--- config.mk ---
export PLATFORM = sky130hd
export DESIGN_NAME = ppg_reduce_acc
export DESIGN_NICKNAME = d
export VERILOG_FILES = /design/src/rtl/ppg_pkg.sv /design/src/rtl/ppg_lane_sum.sv /design/src/rtl/ppg_reduce_acc.sv
export SDC_FILE = /design/constraint.sdc
export NUM_CORES = 1
export LEC_CHECK = 0
export CAP_MARGIN = 5
export CORE_UTILIZATION = 55
export CTS_CLUSTER_DIAMETER = 120
export DETAILED_ROUTE_END_ITERATION = 7
export GPL_TIMING_DRIVEN = 0
export PLACE_DENSITY_LB_ADDON = 0.1
export SKIP_CTS_REPAIR_TIMING = 1
export SLEW_MARGIN = 20
export SYNTH_ARGS = -nofsm -noshare
export SYNTH_HDL_FRONTEND = slang
export SYNTH_SLANG_ARGS = --single-unit
--- constraint.sdc ---
create_clock -name clk -period 5 [get_ports clk]
set_input_delay 0.5 -clock clk [delete_from_list [all_inputs] [get_ports clk]]
set_output_delay 0.5 -clock clk [all_outputs]
set_load 0.1 [all_outputs]
--- src/rtl/ppg_pkg.sv ---
// Shared widths and sign-extension correction constant for the Booth radix-4 PPG
// datapath and its reduction stage.
package ppg_pkg;

  localparam int unsigned PP0_W  = 11;
  localparam int unsigned PP_W   = 9;
  localparam int unsigned NEG_W  = 4;
  localparam int unsigned BEAT_W = 19;

  localparam logic [BEAT_W-1:0] K1 = 19'h7A800;

  typedef logic [BEAT_W-1:0] beat_t;

  typedef enum logic {
    OUT_IDLE,
    OUT_HOLD
  } out_state_e;

  // Correction for n lanes: cancels the folded sign-extension offset of every lane.
  function automatic beat_t corr(input int unsigned n);
    return beat_t'(n * 32'(K1));
  endfunction

endpackage

--- src/rtl/ppg_lane_sum.sv ---
// Combinational weighted sum of one PPG lane: pp0..pp3 and neg0..neg3 at radix-4 weights,
// taken modulo 2^BEAT_W.
module ppg_lane_sum
  import ppg_pkg::*;
(
  input  logic [PP0_W-1:0]  i_pp0,
  input  logic [PP_W-1:0]   i_pp1,
  input  logic [PP_W-1:0]   i_pp2,
  input  logic [PP_W-1:0]   i_pp3,
  input  logic [NEG_W-1:0]  i_neg,
  output logic [BEAT_W-1:0] o_sum
);

  always_comb begin
    o_sum = BEAT_W'(i_pp0)
          + (BEAT_W'(i_pp1) << 2)
          + (BEAT_W'(i_pp2) << 4)
          + (BEAT_W'(i_pp3) << 6)
          + BEAT_W'(i_neg[0])
          + (BEAT_W'(i_neg[1]) << 2)
          + (BEAT_W'(i_neg[2]) << 4)
          + (BEAT_W'(i_neg[3]) << 6);
  end

endmodule

--- src/rtl/ppg_reduce_acc.sv ---
// Reduces N lanes of Booth partial products to a corrected signed beat sum and
// accumulates beats into one signed result per packet, valid/ready on both sides.
module ppg_reduce_acc
  import ppg_pkg::*;
#(
  parameter int unsigned N     = 9,
  parameter int unsigned ACC_W = 24
) (
  input  logic               clk,
  input  logic               reset,
  input  logic               in_valid,
  output logic               in_ready,
  input  logic               in_last,
  input  logic [N*PP0_W-1:0] pp0_bus,
  input  logic [N*PP_W-1:0]  pp1_bus,
  input  logic [N*PP_W-1:0]  pp2_bus,
  input  logic [N*PP_W-1:0]  pp3_bus,
  input  logic [N*NEG_W-1:0] neg_bus,
  output logic               out_valid,
  input  logic               out_ready,
  output logic [ACC_W-1:0]   out_sum,
  output logic               out_ovf
);

  logic              w_en;
  logic [BEAT_W-1:0] w_lane [N];
  logic [BEAT_W-1:0] w_tree;
  logic [ACC_W-1:0]  w_beat_ext;
  logic [ACC_W-1:0]  w_next;
  logic              w_ovf;

  logic [BEAT_W-1:0] r_lane [N];
  logic              r_s1_valid;
  logic              r_s1_last;
  logic [BEAT_W-1:0] r_beat;
  logic              r_s2_valid;
  logic              r_s2_last;
  logic [ACC_W-1:0]  r_acc;
  logic              r_ovf_acc;
  out_state_e        r_state;

  for (genvar g = 0; g < int'(N); g++) begin : g_lane
    ppg_lane_sum u_lane (
      .i_pp0 (pp0_bus[g*PP0_W +: PP0_W]),
      .i_pp1 (pp1_bus[g*PP_W +: PP_W]),
      .i_pp2 (pp2_bus[g*PP_W +: PP_W]),
      .i_pp3 (pp3_bus[g*PP_W +: PP_W]),
      .i_neg (neg_bus[g*NEG_W +: NEG_W]),
      .o_sum (w_lane[g])
    );
  end

  // A held result that is not being taken stalls the whole pipe.
  assign w_en      = (r_state == OUT_IDLE) || out_ready;
  assign in_ready  = w_en;
  assign out_valid = (r_state == OUT_HOLD);

  always_comb begin
    w_tree = corr(N);
    for (int unsigned i = 0; i < N; i++) begin
      w_tree = w_tree + r_lane[i];
    end
  end

  always_comb begin
    w_beat_ext = ACC_W'($signed(r_beat));
    w_next     = r_acc + w_beat_ext;
    w_ovf      = (r_acc[ACC_W-1] == w_beat_ext[ACC_W-1]) &&
                 (w_next[ACC_W-1] != r_acc[ACC_W-1]);
  end

  always_ff @(posedge clk or negedge reset) begin
    if (!reset) begin
      r_lane     <= '{default: '0};
      r_s1_valid <= 1'b0;
      r_s1_last  <= 1'b0;
      r_beat     <= '0;
      r_s2_valid <= 1'b0;
      r_s2_last  <= 1'b0;
      r_acc      <= '0;
      r_ovf_acc  <= 1'b0;
      r_state    <= OUT_IDLE;
      out_sum    <= '0;
      out_ovf    <= 1'b0;
    end else if (w_en) begin
      r_lane     <= w_lane;
      r_s1_valid <= in_valid;
      r_s1_last  <= in_last;
      r_beat     <= w_tree;
      r_s2_valid <= r_s1_valid;
      r_s2_last  <= r_s1_last;
      // A last-beat commit wins over the drain, so a consumed result is replaced in place.
      if (r_s2_valid && r_s2_last) begin
        out_sum   <= w_next;
        out_ovf   <= r_ovf_acc | w_ovf;
        r_state   <= OUT_HOLD;
        r_acc     <= '0;
        r_ovf_acc <= 1'b0;
      end else begin
        if (r_s2_valid) begin
          r_acc     <= w_next;
          r_ovf_acc <= r_ovf_acc | w_ovf;
        end
        if (r_state == OUT_HOLD) begin
          r_state <= OUT_IDLE;
        end
      end
    end
  end

endmodule
Yosys cells after proc, flatten, opt, wreduce, memory -nomap -nowiden
Index checks and enable logic that the tools add are counted.
- input bits: 383
- word-level logic and storage cells: 107
- flip-flop bits (word level): 245
- bitwise operators: 2
- equal/unequal tests: 2
- multiplexer cells: 5
- $add $sub $neg: 73
- reduce and logical (&&, ||, !) cells: 6
- operators with widths (operator ; number):
    adder 19 x 1 -> 19 bit ; 9
    adder 19 x 13 -> 19 bit ; 9
    adder 19 x 15 -> 19 bit ; 9
    adder 19 x 3 -> 19 bit ; 9
    adder 19 x 5 -> 19 bit ; 9
    adder 19 x 7 -> 19 bit ; 9
    adder 19 bit ; 8
    adder 11 x 11 -> 12 bit ; 9
    2-to-1 mux 24 bit ; 2
    adder 24 bit ; 1
    adder 19 bit, first input constant ; 1
    AND reduction 2 bit ; 2
    2-to-1 mux 1 bit ; 3
    logical AND 1 bit ; 2
    nonzero test 2 bit ; 1
    equality test 1 bit ; 1
    logical OR 1 bit ; 1
    inequality test 1 bit ; 1
    inverter 1 bit ; 1
    bitwise OR 1 bit ; 1

Longest topological paths before layout
- depth in word-level cells: 9
- depth in mapped cells: 20
- mapped depth without buffers: 20

Hierarchy
From an unflattened synthesis, not the netlist that was laid out.
- cell total of the unflattened synthesis: 2770
- area, all modules: 25311.8 µm²
- by module, submodules not included (module ; cells each ; seq. area each (µm²) ; times used ; area an instance (µm²)):
    ppg_reduce_acc ; 1398 ; 6130.9 ; 1 ; 13882.1
    ppg_lane_sum at g_lane[0].u_lane ... ; 152 ; 0.0 ; 7 ; 1265.0
    ppg_lane_sum at g_lane[5].u_lane ... ; 154 ; 0.0 ; 2 ; 1287.5

Worst setup path before layout
No wires, ideal clock.
- path kind: register to register
- start: register r_lane[2] in the netlist's numbering
- end: register r_beat[17]
- buffers on the path: 0
- data arrival time: 4.579 ns
- data required time: 4.913 ns
- path slack: 0.334 ns
- library setup time: 0.087 ns
- cell stages (with the launch flop): 21
- cell sequence: dfrtp_1 > inv_1 > fa_1 > inv_1 > fa_1 > fa_1 > inv_1 > fa_1 > inv_1 > ha_1 > ha_1 > inv_1 > fa_1 > nor2b_1 > o21ai_1 > a21oi_1 > nor3b_1 > a211o_1 > a21oi_1 > a2111o_1 > o211ai_1
- cells in the longest elaborated chain, start to end: 1
- RTL lines (element ; RTL line ; RTL):
    start: declaration ; ppg_reduce_acc.sv:32 ; logic [BEAT_W-1:0] r_lane [N];
    start signal: assignment ; ppg_reduce_acc.sv:86 ; r_lane <= w_lane;
    adder 19 bit ; ppg_reduce_acc.sv:61 ; w_tree = w_tree + r_lane[i];
    end signal: assignment ; ppg_reduce_acc.sv:89 ; r_beat <= w_tree;
    end: declaration ; ppg_reduce_acc.sv:35 ; logic [BEAT_W-1:0] r_beat;
No other way between the ends.
A chain may end at the register's enable or synchronous reset.

Final worst setup path
- start: register r_lane[3] in the netlist's numbering
- end: register r_beat[17]
The elaborated chain is that of the path after synthesis.

==> metrics <==
status=finished with violations; violated checks=DRC; diodes inserted=0; worst-margin pin slew=about 1.1 ns; CP Max Fanout=4; Synth Cell Area=0.0230 sq mm; antenna violations before repair=2; clk slew on worst S/H paths=0.06 ns; setup violators final=0; Final Max Tran Viols=0; RD Place Congestion=0.910; Final Hold Vio Count=0; synth unique cells=61; wire per inst=17.7 microns; DRT Pass-1 Iters=7; Post-Synthesis Cells=2447; Yosys reg bits=218; Syn Area/Cell=9.38 sq um; WL final=60900 microns; gr usage total=29.3%; Post-Syn Nets=between 3000 and 4000; Initial DRC Count=around 1200; DR vias=between 15000 and 20000; R2R cell count=18; TritonCTS Buffers=26; vias in the first global route=19300; effective utilization at floorplan=56.0%; root buf cell=clkbuf_16; CTS tree=done; residual DRC count=40; area grow syn2layout=25.7%; WP data arrival=5.21 ns; global-route wire length before repair=97300 microns; Top Ports=slightly above 400; critical path type=register to register; Max Root-Sink Buffers=3; setup_tns=0 ns; grt ovf=0; RR Endpoint=r_beat[17]; CP Capture Type=register; clock sink count=218; pin count of the biggest net entering global routing=94; Primary FF master, synth=dfrtp_1; setup slack, reg-to-reg=between 0.2 and 0.25 ns; Critical Path RT=5.41 ns; Max Cap Violations=0; RSZ-0062 raised after global routing=no; Synthesis Warnings=0; I/O Buffers=409; relative slew slack=roughly a quarter; number of nets in the layout=3839; die height=206 microns; period utilization=95.9%; worst reg2reg startpoint=r_lane[3]; # H-tree levels=1; DP HPWL=51000 microns; min-delay worst type=input pin to async pin; Startpoint Class=register; core area=0.0410 sq mm; fin crit period=4.80 ns; area of the die=approximately 0.043 sq mm; FFs w/ async S/R, synth=100%; vias per cell=5.41; Antenna Nets Post-Route=0; layout cell share with drive strength beyond 1=3.64%; Die W=206 microns; Fmax=0.208 GHz; Final Skew=roughly 0.024 ns; sequential fraction of the synthesis area=23.8%; EDFF count, synth=0; row count=74; Clock Latency Late Sink=0.56 ns
cell families (layout without fill, tap and decap cells):
group | Yosys count | count (layout) | synth area share, %
compound gates | 533 | 533 | 14.7
xor+xnor | 172 | 172 | 6.56
fa+ha+maj | 565 | 565 | 37.1
buf+inv | 453 | 916 | 7.44
flops | 218 | 218 | 23.8
mux | 17 | 17 | 0.829
simple gates | 489 | 489 | 9.62
registers in the layout, indices dropped and copies added (netlist names):
signal      cells
out_ovf         1
out_sum        24
out_valid       1
r_acc          24
r_beat         19
r_lane        144
r_ovf_acc       1
r_s1_last       1
r_s1_valid      1
r_s2_last       1
r_s2_valid      1
worst max path at each step:
stage,endpoint,from
2_1_floorplan,r_beat[17],r_lane[2]
3_3_place_gp,r_lane[147],reset
3_5_place_dp,r_lane[32],pp0_bus[79]
4_1_cts,r_beat[13],r_lane[2]
5_1_grt,r_beat[17],r_lane[5]
6_report,r_beat[17],r_lane[3]
through the flow:
step | util [%] | cell area (sq um) | setup WS (ns) | instances | hold slack, ns
6_report | 70.3 | 28900 | 0.204 | 3442 | 0.477
5_1_grt | 70.3 | 28900 | 0.00764 | 3442 | 0.499
4_1_cts | 70.0 | 28700 | -0.186 | 3437 | -0.108
3_3_place_gp | 67.6 | 27700 | -5.63 | 3388 | 0.448
2_1_floorplan | - | 23000 | 0.334 | 2447 | 0.204
3_5_place_dp | 67.7 | 27800 | -0.199 | 3390 | 0.461
critical path, cell delays in order, from the launching register on:
cell,delay [ns]
dfrtp_1,0.33
inv_1,0.07
fa_1,0.55
inv_1,0.06
fa_1,0.54
fa_1,0.44
fa_1,0.47
ha_1,0.36
ha_4,0.16
inv_1,0.05
fa_2,0.37
nor2b_2,0.14
o21ai_2,0.08
a21oi_2,0.17
nor3b_4,0.08
a211o_1,0.34
a21oi_4,0.21
a2111o_1,0.16
o211ai_1,0.09
Yosys cell counts (all sizes together), types with 12 or more instances:
cell type,instances,area share [%]
a31oi,14,0.38
nor2,113,1.8
nor3b,12,0.39
xor2,69,2.6
ha,372,20
nor3,41,0.89
nand2b,17,0.46
clkbuf,39,0.64
a21oi,168,3.7
fa,193,17
nand3,12,0.28
nand2,233,3.8
a21o,43,1.4
o211ai,13,0.43
a22o,15,0.58
o21bai,38,1.3
xnor2,103,3.9
o31ai,16,0.70
mux2,16,0.78
a211oi,22,0.72
o21ai,133,2.9
inv,404,6.6
o21a,32,1.0
nor2b,28,0.76
dfrtp,218,24
per-layer routing:
layer	GRT usage, %	part of all wire, %
met1	39.0	43
met2	50.6	49
met3	4.42	6.3
met5	0	0.013
met4	5.49	1.8
cell type report:
type / instances / area, sq um
multi-input combinational: 1776 / 15900
clock buffer: 31 / 689
buffer: 49 / 193
inverter: 404 / 1520
fill: 3251 / 12200
timing repair buffer: 416 / 4190
tap: 532 / 666
sequential: 218 / 5460
clock inverter: 16 / 254
cells in the final DEF, fill, tap and decap left out, types with 37 or more instances in the layout:
cell | synthesis | final
nor3_1 | 41 | 41
inv_1 | 403 | 402
nand2_1 | 233 | 233
xnor2_1 | 103 | 101
clkdlybuf4s50_1 | 0 | 408
clkbuf_1 | 39 | 42
o21bai_1 | 37 | 37
a21o_1 | 43 | 43
dfrtp_1 | 218 | 218
fa_1 | 193 | 192
a21oi_1 | 168 | 164
o21ai_0 | 132 | 131
xor2_1 | 69 | 69
ha_1 | 372 | 370
nor2_1 | 113 | 113
Power is not shown: default switching activity piles up to over one toggle a cycle in this logic, so the estimate is an artifact.
